`config.mk`:
```
export PLATFORM = sky130hd
export DESIGN_NAME = mem_wb_pipe_stage
export DESIGN_NICKNAME = d
export VERILOG_FILES = /design/src/rtl/rv_pkg.sv /design/src/rtl/load_extend.sv /design/src/rtl/mem_wb_pipe_stage.sv
export SDC_FILE = /design/constraint.sdc
export NUM_CORES = 1
export LEC_CHECK = 0
export BUFFER_PORTS_ARGS = -buffer_cell sky130_fd_sc_hd__buf_4
export CELL_PAD_IN_SITES_DETAIL_PLACEMENT = 0
export CELL_PAD_IN_SITES_GLOBAL_PLACEMENT = 1
export CORE_ASPECT_RATIO = 0.5
export CORE_UTILIZATION = 40
export CTS_BUF_LIST = sky130_fd_sc_hd__clkbuf_16
export DETAILED_ROUTE_END_ITERATION = 8
export HOLD_SLACK_MARGIN = 0.06
export PLACE_DENSITY_LB_ADDON = 0.1
export SYNTH_ARGS = -nofsm -noshare
export SYNTH_HDL_FRONTEND = slang
export SYNTH_SLANG_ARGS = --single-unit
```
`constraint.sdc`:
```
create_clock -name clk -period 9.1 [get_ports clk]
set_input_delay 1.82 -clock clk [delete_from_list [all_inputs] [get_ports clk]]
set_output_delay 1.82 -clock clk [all_outputs]
set_load 0.01 [all_outputs]
```
`src/rtl/rv_pkg.sv`:
```
// Shared encodings and the MEM/WB payload record. Payload fields are sized for the
// widest legal configuration (XLEN=64, REG_AW<=8); narrower stages zero-extend into them.
package rv_pkg;

    localparam int MAX_XLEN   = 64;
    localparam int MAX_REG_AW = 8;

    localparam logic [1:0] WB_ALU = 2'b00;
    localparam logic [1:0] WB_MEM = 2'b01;
    localparam logic [1:0] WB_PC4 = 2'b10;

    localparam logic [2:0] F3_LB  = 3'b000;
    localparam logic [2:0] F3_LH  = 3'b001;
    localparam logic [2:0] F3_LW  = 3'b010;
    localparam logic [2:0] F3_LD  = 3'b011;
    localparam logic [2:0] F3_LBU = 3'b100;
    localparam logic [2:0] F3_LHU = 3'b101;
    localparam logic [2:0] F3_LWU = 3'b110;

    typedef struct packed {
        logic [MAX_XLEN-1:0]   alu_res;
        logic [MAX_XLEN-1:0]   mem_word;
        logic [MAX_XLEN-1:0]   pc4;
        logic [MAX_REG_AW-1:0] rd;
        logic [1:0]            wb_sel;
        logic [2:0]            funct3;
        logic                  reg_write;
    } mem_wb_payload_t;

endpackage

```
`src/rtl/load_extend.sv`:
```
// Load byte/half/word selection and sign/zero extension; purely combinational.
// Misalignment is not detected: the half offset is forced even, the word offset to a word boundary.
module load_extend
    import rv_pkg::*;
#(
    parameter int XLEN = 32
) (
    input  logic [2:0]                  i_funct3,
    input  logic [$clog2(XLEN/8)-1:0]   i_off,
    input  logic [XLEN-1:0]             i_word,
    output logic [XLEN-1:0]             o_data
);

    localparam int OFFW = $clog2(XLEN/8);

    logic [7:0]  w_byte;
    logic [15:0] w_half;
    logic [31:0] w_word;

    assign w_byte = i_word[{i_off, 3'b000} +: 8];
    assign w_half = i_word[{i_off[OFFW-1:1], 4'b0000} +: 16];

    generate
        if (XLEN == 64) begin : g_word64
            assign w_word = i_off[OFFW-1] ? i_word[XLEN-1:32] : i_word[31:0];
        end else begin : g_word32
            assign w_word = i_word[31:0];
        end
    endgenerate

    // LW at XLEN=32 reduces to a passthrough because the word is the whole register.
    always_comb begin
        o_data = i_word;
        case (i_funct3)
            F3_LB:   o_data = XLEN'($signed(w_byte));
            F3_LH:   o_data = XLEN'($signed(w_half));
            F3_LW:   o_data = XLEN'($signed(w_word));
            F3_LBU:  o_data = XLEN'(w_byte);
            F3_LHU:  o_data = XLEN'(w_half);
            F3_LWU:  o_data = XLEN'(w_word);
            default: o_data = i_word;
        endcase
    end

endmodule

```
`src/rtl/mem_wb_pipe_stage.sv`:
```
// MEM/WB stage: 2-entry skid buffer (main + skid), 1-cycle accept-to-valid, in_ready registered
// (drops only when skid holds an entry); synchronous flush; writeback mux and forwarding port.
module mem_wb_pipe_stage
    import rv_pkg::*;
#(
    parameter int XLEN   = 32,
    parameter int REG_AW = 5,
    parameter int FWD_EN = 1
) (
    input  logic              clk,
    input  logic              reset,
    input  logic              flush,
    input  logic              in_valid,
    output logic              in_ready,
    input  logic [XLEN-1:0]   alu_res_in,
    input  logic [XLEN-1:0]   mem_word_in,
    input  logic [XLEN-1:0]   pc4_in,
    input  logic [REG_AW-1:0] rd_in,
    input  logic [1:0]        wb_sel_in,
    input  logic [2:0]        funct3_in,
    input  logic              reg_write_in,
    output logic              out_valid,
    input  logic              out_ready,
    output logic              wb_we,
    output logic [REG_AW-1:0] wb_rd,
    output logic [XLEN-1:0]   wb_data,
    output logic              fwd_valid,
    output logic [REG_AW-1:0] fwd_rd,
    output logic [XLEN-1:0]   fwd_data
);

    localparam int OFFW = $clog2(XLEN/8);

    logic            r_main_vld;
    logic            r_skid_vld;
    mem_wb_payload_t r_main;
    mem_wb_payload_t r_skid;
    mem_wb_payload_t w_in;
    logic            w_accept;
    logic            w_retire;
    logic            w_wr;
    logic [XLEN-1:0] w_ext;
    logic            w_unused_hi;

    always_comb begin
        w_in           = '0;
        w_in.alu_res   = MAX_XLEN'(alu_res_in);
        w_in.mem_word  = MAX_XLEN'(mem_word_in);
        w_in.pc4       = MAX_XLEN'(pc4_in);
        w_in.rd        = MAX_REG_AW'(rd_in);
        w_in.wb_sel    = wb_sel_in;
        w_in.funct3    = funct3_in;
        w_in.reg_write = reg_write_in;
    end

    assign w_accept = in_valid & ~r_skid_vld;
    assign w_retire = r_main_vld & out_ready;

    // Skid only fills while main is stalled, so main is never empty while skid is full.
    always_ff @(posedge clk or posedge reset) begin
        if (reset) begin
            r_main_vld <= 1'b0;
            r_skid_vld <= 1'b0;
            r_main     <= '0;
            r_skid     <= '0;
        end else if (flush) begin
            r_main_vld <= 1'b0;
            r_skid_vld <= 1'b0;
        end else if (w_retire && r_skid_vld) begin
            r_main     <= r_skid;
            r_skid_vld <= 1'b0;
        end else if (w_accept && (!r_main_vld || w_retire)) begin
            r_main     <= w_in;
            r_main_vld <= 1'b1;
        end else if (w_accept) begin
            r_skid     <= w_in;
            r_skid_vld <= 1'b1;
        end else if (w_retire) begin
            r_main_vld <= 1'b0;
        end
    end

    load_extend #(
        .XLEN (XLEN)
    ) u_load_extend (
        .i_funct3 (r_main.funct3),
        .i_off    (r_main.alu_res[OFFW-1:0]),
        .i_word   (r_main.mem_word[XLEN-1:0]),
        .o_data   (w_ext)
    );

    always_comb begin
        case (r_main.wb_sel)
            WB_MEM:  wb_data = w_ext;
            WB_PC4:  wb_data = r_main.pc4[XLEN-1:0];
            default: wb_data = r_main.alu_res[XLEN-1:0];
        endcase
    end

    assign w_wr      = r_main_vld & r_main.reg_write & (r_main.rd != '0);
    assign in_ready  = ~r_skid_vld;
    assign out_valid = r_main_vld;
    assign wb_rd     = r_main.rd[REG_AW-1:0];
    assign wb_we     = w_wr & out_ready;
    assign fwd_valid = (FWD_EN != 0) & w_wr;
    assign fwd_rd    = wb_rd;
    assign fwd_data  = wb_data;

    // Upper payload bits are only live in the widest configuration.
    assign w_unused_hi = ^{r_main.alu_res, r_main.mem_word, r_main.pc4, r_main.rd};

endmodule

```
==> summary.md <==
| Metric | Value |
|---|---|
| Drt first-iter violations | `525` |
| Buffers on Ports | `between 150 and 200` |
| Setup TNS | `0 ns` |
| Slew Viols, Final | `0` |
| Crit. End Element | `output port` |
| Hold Buf Count CTS | `0` |
| Synth-to-layout area growth | `18.22%` |
| Post-CTS sizing | `0` |
| Crit path max fanout | `50` |
| Core area | `approximately 25000 um^2` |
| Clock network fraction of design power | `0.272` |
| Total gr overflow | `0` |
| Die footprint | `26990 um^2` |
| # Post-CTS Setup Buffers | `0` |
| Reg power frac | `0.445` |
| Vias | `approximately 7400` |
| WS Path Type | `reg2out` |
| Worst Max-Slew Pin Slew | `1.134 ns` |
| RSZ-0062 raised after global routing | `false` |
| # setup viols final | `0` |
| Layout Skew | `0.01768 ns` |
| Combinational share of power | `0.283` |
| Post-synth EDFFs | `0` |
| Final HPWL DP | `18710 um` |
| Leakage Power | `6.186 nW` |
| Synth unique cells | `39` |
| H-tree depth | `1` |
| Req. time, crit path | `7.28 ns` |
| GRT Overall Usage | `0.2009` |
| PwrDens | `240.8 nW/um^2` |
| Via-per-instance ratio | `5.195` |
| Fmax | `0.1902 GHz` |
| Crit share post-route | `0.5778` |
| Share of layout cells above drive strength 1 | `0.3212` |
| Clk Latency, worst-skew pair | `0.51 ns` |
| Syn_nets | `1065` |
| Minimum clock period after layout | `5.258 ns` |
| Pre-Repair DR Iteration Count | `4` |
| Hold Path Class | `reg2reg` |
| WL final | `approximately 27000 um` |
| Max-cap violations | `0` |
| Reg-to-reg slack, setup | `slightly above 6 ns` |
| Fin. Hold Viols | `0` |
| CTS Root Cell | `clkbuf_16` |
| Synth Warn # | `0` |
| Mapped Area | `10520 um^2` |
| TritonCTS buffer count | `21` |
| Outcome | `completed` |
| RD Place Congestion | `0.8176` |
| Sink Count | `216` |
| CTS tree | `yes` |
| Crit path DAT | `between 3 and 4 ns` |
| CTS clk-pin slew, worst paths | `0.06 ns` |
| Post-Syn Instances | `951` |
| Post-route ant nets | `0` |
| First-pass GRT wire length | `41610 um` |
| Max VDD drop | `102.5 uV` |
| Synthesis-stage register bit count | `approximately 220` |
| Synth Flop Type | `dfrtp_1` |
| Register area share after synthesis | `0.5138` |
| Syn Area/Cell | `11.06 um^2` |
| Height of the chip | `116.7 um` |
| Avg WL per Cell | `about 19 um` |
| Clock buffer depth | `3` |
| FFs w/ async S/R, synth | `1.000` |
| Total power | `2.995 mW` |
| Final net count | `1176` |
| Starting Density | `0.4126` |
| Vias in the first global route | `approximately 7000` |
| Power Internal | `2.046 mW` |
| # IOs | `190` |
| Largest net degree at the start of global routing | `81` |
| Die Wd | `231.3 um` |
| Crit start category | `flop` |
| Relative slew slack | `0.2437` |
| Rows | `41` |
| Residual DRC count | `0` |
| Net Switching | `0.9488 mW` |
| Antenna violations before repair | `2` |
| Fin util | `0.4878` |
| Sw Ratio | `0.3168` |
[registers in the layout, indices dropped and copies added, names as in the netlist]
| name | flops |
|---|---|
| r_skid_vld | 1 |
| r_main | 102 |
| out_valid | 1 |
| r_skid | 107 |
| fwd_rd | 5 |
[cell families (layout without fill, tap and decap cells)]
family	after synthesis	count (layout)	share of synthesized area
simple gates	177	177	0.07065
other cells	0	1	0
fa+ha+maj	2	2	0.002378
compound gates	214	214	0.1258
mux	217	217	0.2193
flops	216	216	0.5138
buf+inv	125	248	0.06803
[layout make-up]
cell class	instances	area [um^2]
Tap cell	344	430.4
Fill cell	2387	13060
Clock inverter	14	85.08
Timing Repair Buffer	197	1479
Inverter	16	67.56
Sequential cell	216	5405
Antenna cell	1	2.502
Multi-Input combinational cell	610	4442
Clock buffer	21	525.5
[worst paths after layout]
kind,start,cells past startpoint,endpoint
max,r_main[4],7,fwd_data[31]
min,r_skid[160],1,r_skid[160]
max reg2reg,out_valid,4,r_main[5]
min reg2reg,r_skid[160],1,r_skid[160]
max in group asynchronous,reset,3,r_skid[83]
min in group asynchronous,reset,2,r_main[0]
[cell usage in the layout (no fill, tap or decap), types with 2 or more instances in the layout]
| cell type | count |
|---|---|
| clkinv_2 | 2 |
| nor2_1 | 118 |
| a21oi_1 | 126 |
| nand2_1 | 28 |
| clkinv_1 | 2 |
| nand2b_1 | 7 |
| dfrtp_1 | 216 |
| a22o_1 | 7 |
| buf_4 | 197 |
| o22ai_1 | 13 |
| inv_1 | 23 |
| a22oi_1 | 16 |
| o211ai_1 | 10 |
| mux2_2 | 108 |
| mux2i_1 | 109 |
| nor2b_1 | 2 |
| and2_1 | 2 |
| clkbuf_16 | 21 |
| o211ai_2 | 6 |
| o2bb2ai_1 | 2 |
| and3_1 | 15 |
| o31ai_1 | 7 |
| o21ai_0 | 17 |
[per-layer routing]
metal,vias up,share of wire,GRT usage
li1,3537,-,-
met1,3681,0.51,0.3068
met2,138,0.43,0.2992
met3,16,0.046,0.04028
met4,0,0.0085,0.02517
met5,-,0,0
[metrics by stage]
| stage | setup WS (ns) | hold WS [ns] | instance area, um^2 | std cells |
|---|---|---|---|---|
| final | 3.842 | 0.5041 | 12440 | 1419 |
| after global routing | 3.676 | 0.5174 | 12430 | 1418 |
| after CTS | 3.850 | 0.5087 | 12430 | 1418 |
| after detailed placement | 4.405 | 0.4943 | 11820 | 1383 |
| after global placement | 4.457 | 0.4879 | 11820 | 1383 |
| after floorplan | 1.372 | 0.4799 | 10520 | 951 |
[synth_stat cells, types with 2 or more instances]
cell type,instances,area [um^2]
nand2b_1,7,43.79
o211ai_1,10,75.07
nand2_1,28,105.1
buf_4,49,367.9
nor2_1,118,442.9
o311ai_2,2,32.53
o31ai_1,7,52.55
and3_1,15,93.84
mux2_2,108,1216
o2bb2ai_1,2,17.52
a22oi_1,16,120.1
inv_1,16,60.06
buf_2,32,160.2
o21ai_0,17,85.08
buf_1,4,15.01
dfrtp_1,216,5405
a22o_1,7,61.31
o22ai_1,13,81.33
nor2b_1,2,12.51
o211ai_2,6,75.07
ha_1,2,25.02
clkbuf_1,21,78.83
buf_6,3,33.78
mux2i_1,109,1091
and2_1,2,12.51
a21oi_1,126,630.6
[power groups by stage]
stage | clock network [mW] | logic (mW) | registers, mW
global placement | 0 | 0.840 | 1.34
global route | 0.881 | 0.931 | 1.36
finish | 0.815 | 0.847 | 1.33
detailed placement | 0 | 0.857 | 1.35
floorplan | 0 | 0.615 | 1.28
CTS | 0.843 | 0.861 | 1.33
[critical path: stages, from the launching register on]
cell	delay [ns]
dfrtp_1	0.37
inv_1	0.06
ha_2	0.95
nand2b_1	0.54
a2111oi_4	0.12
o311ai_4	0.31
o211ai_1	0.32
buf_4	0.25
Power figures use the tool's default switching activity.
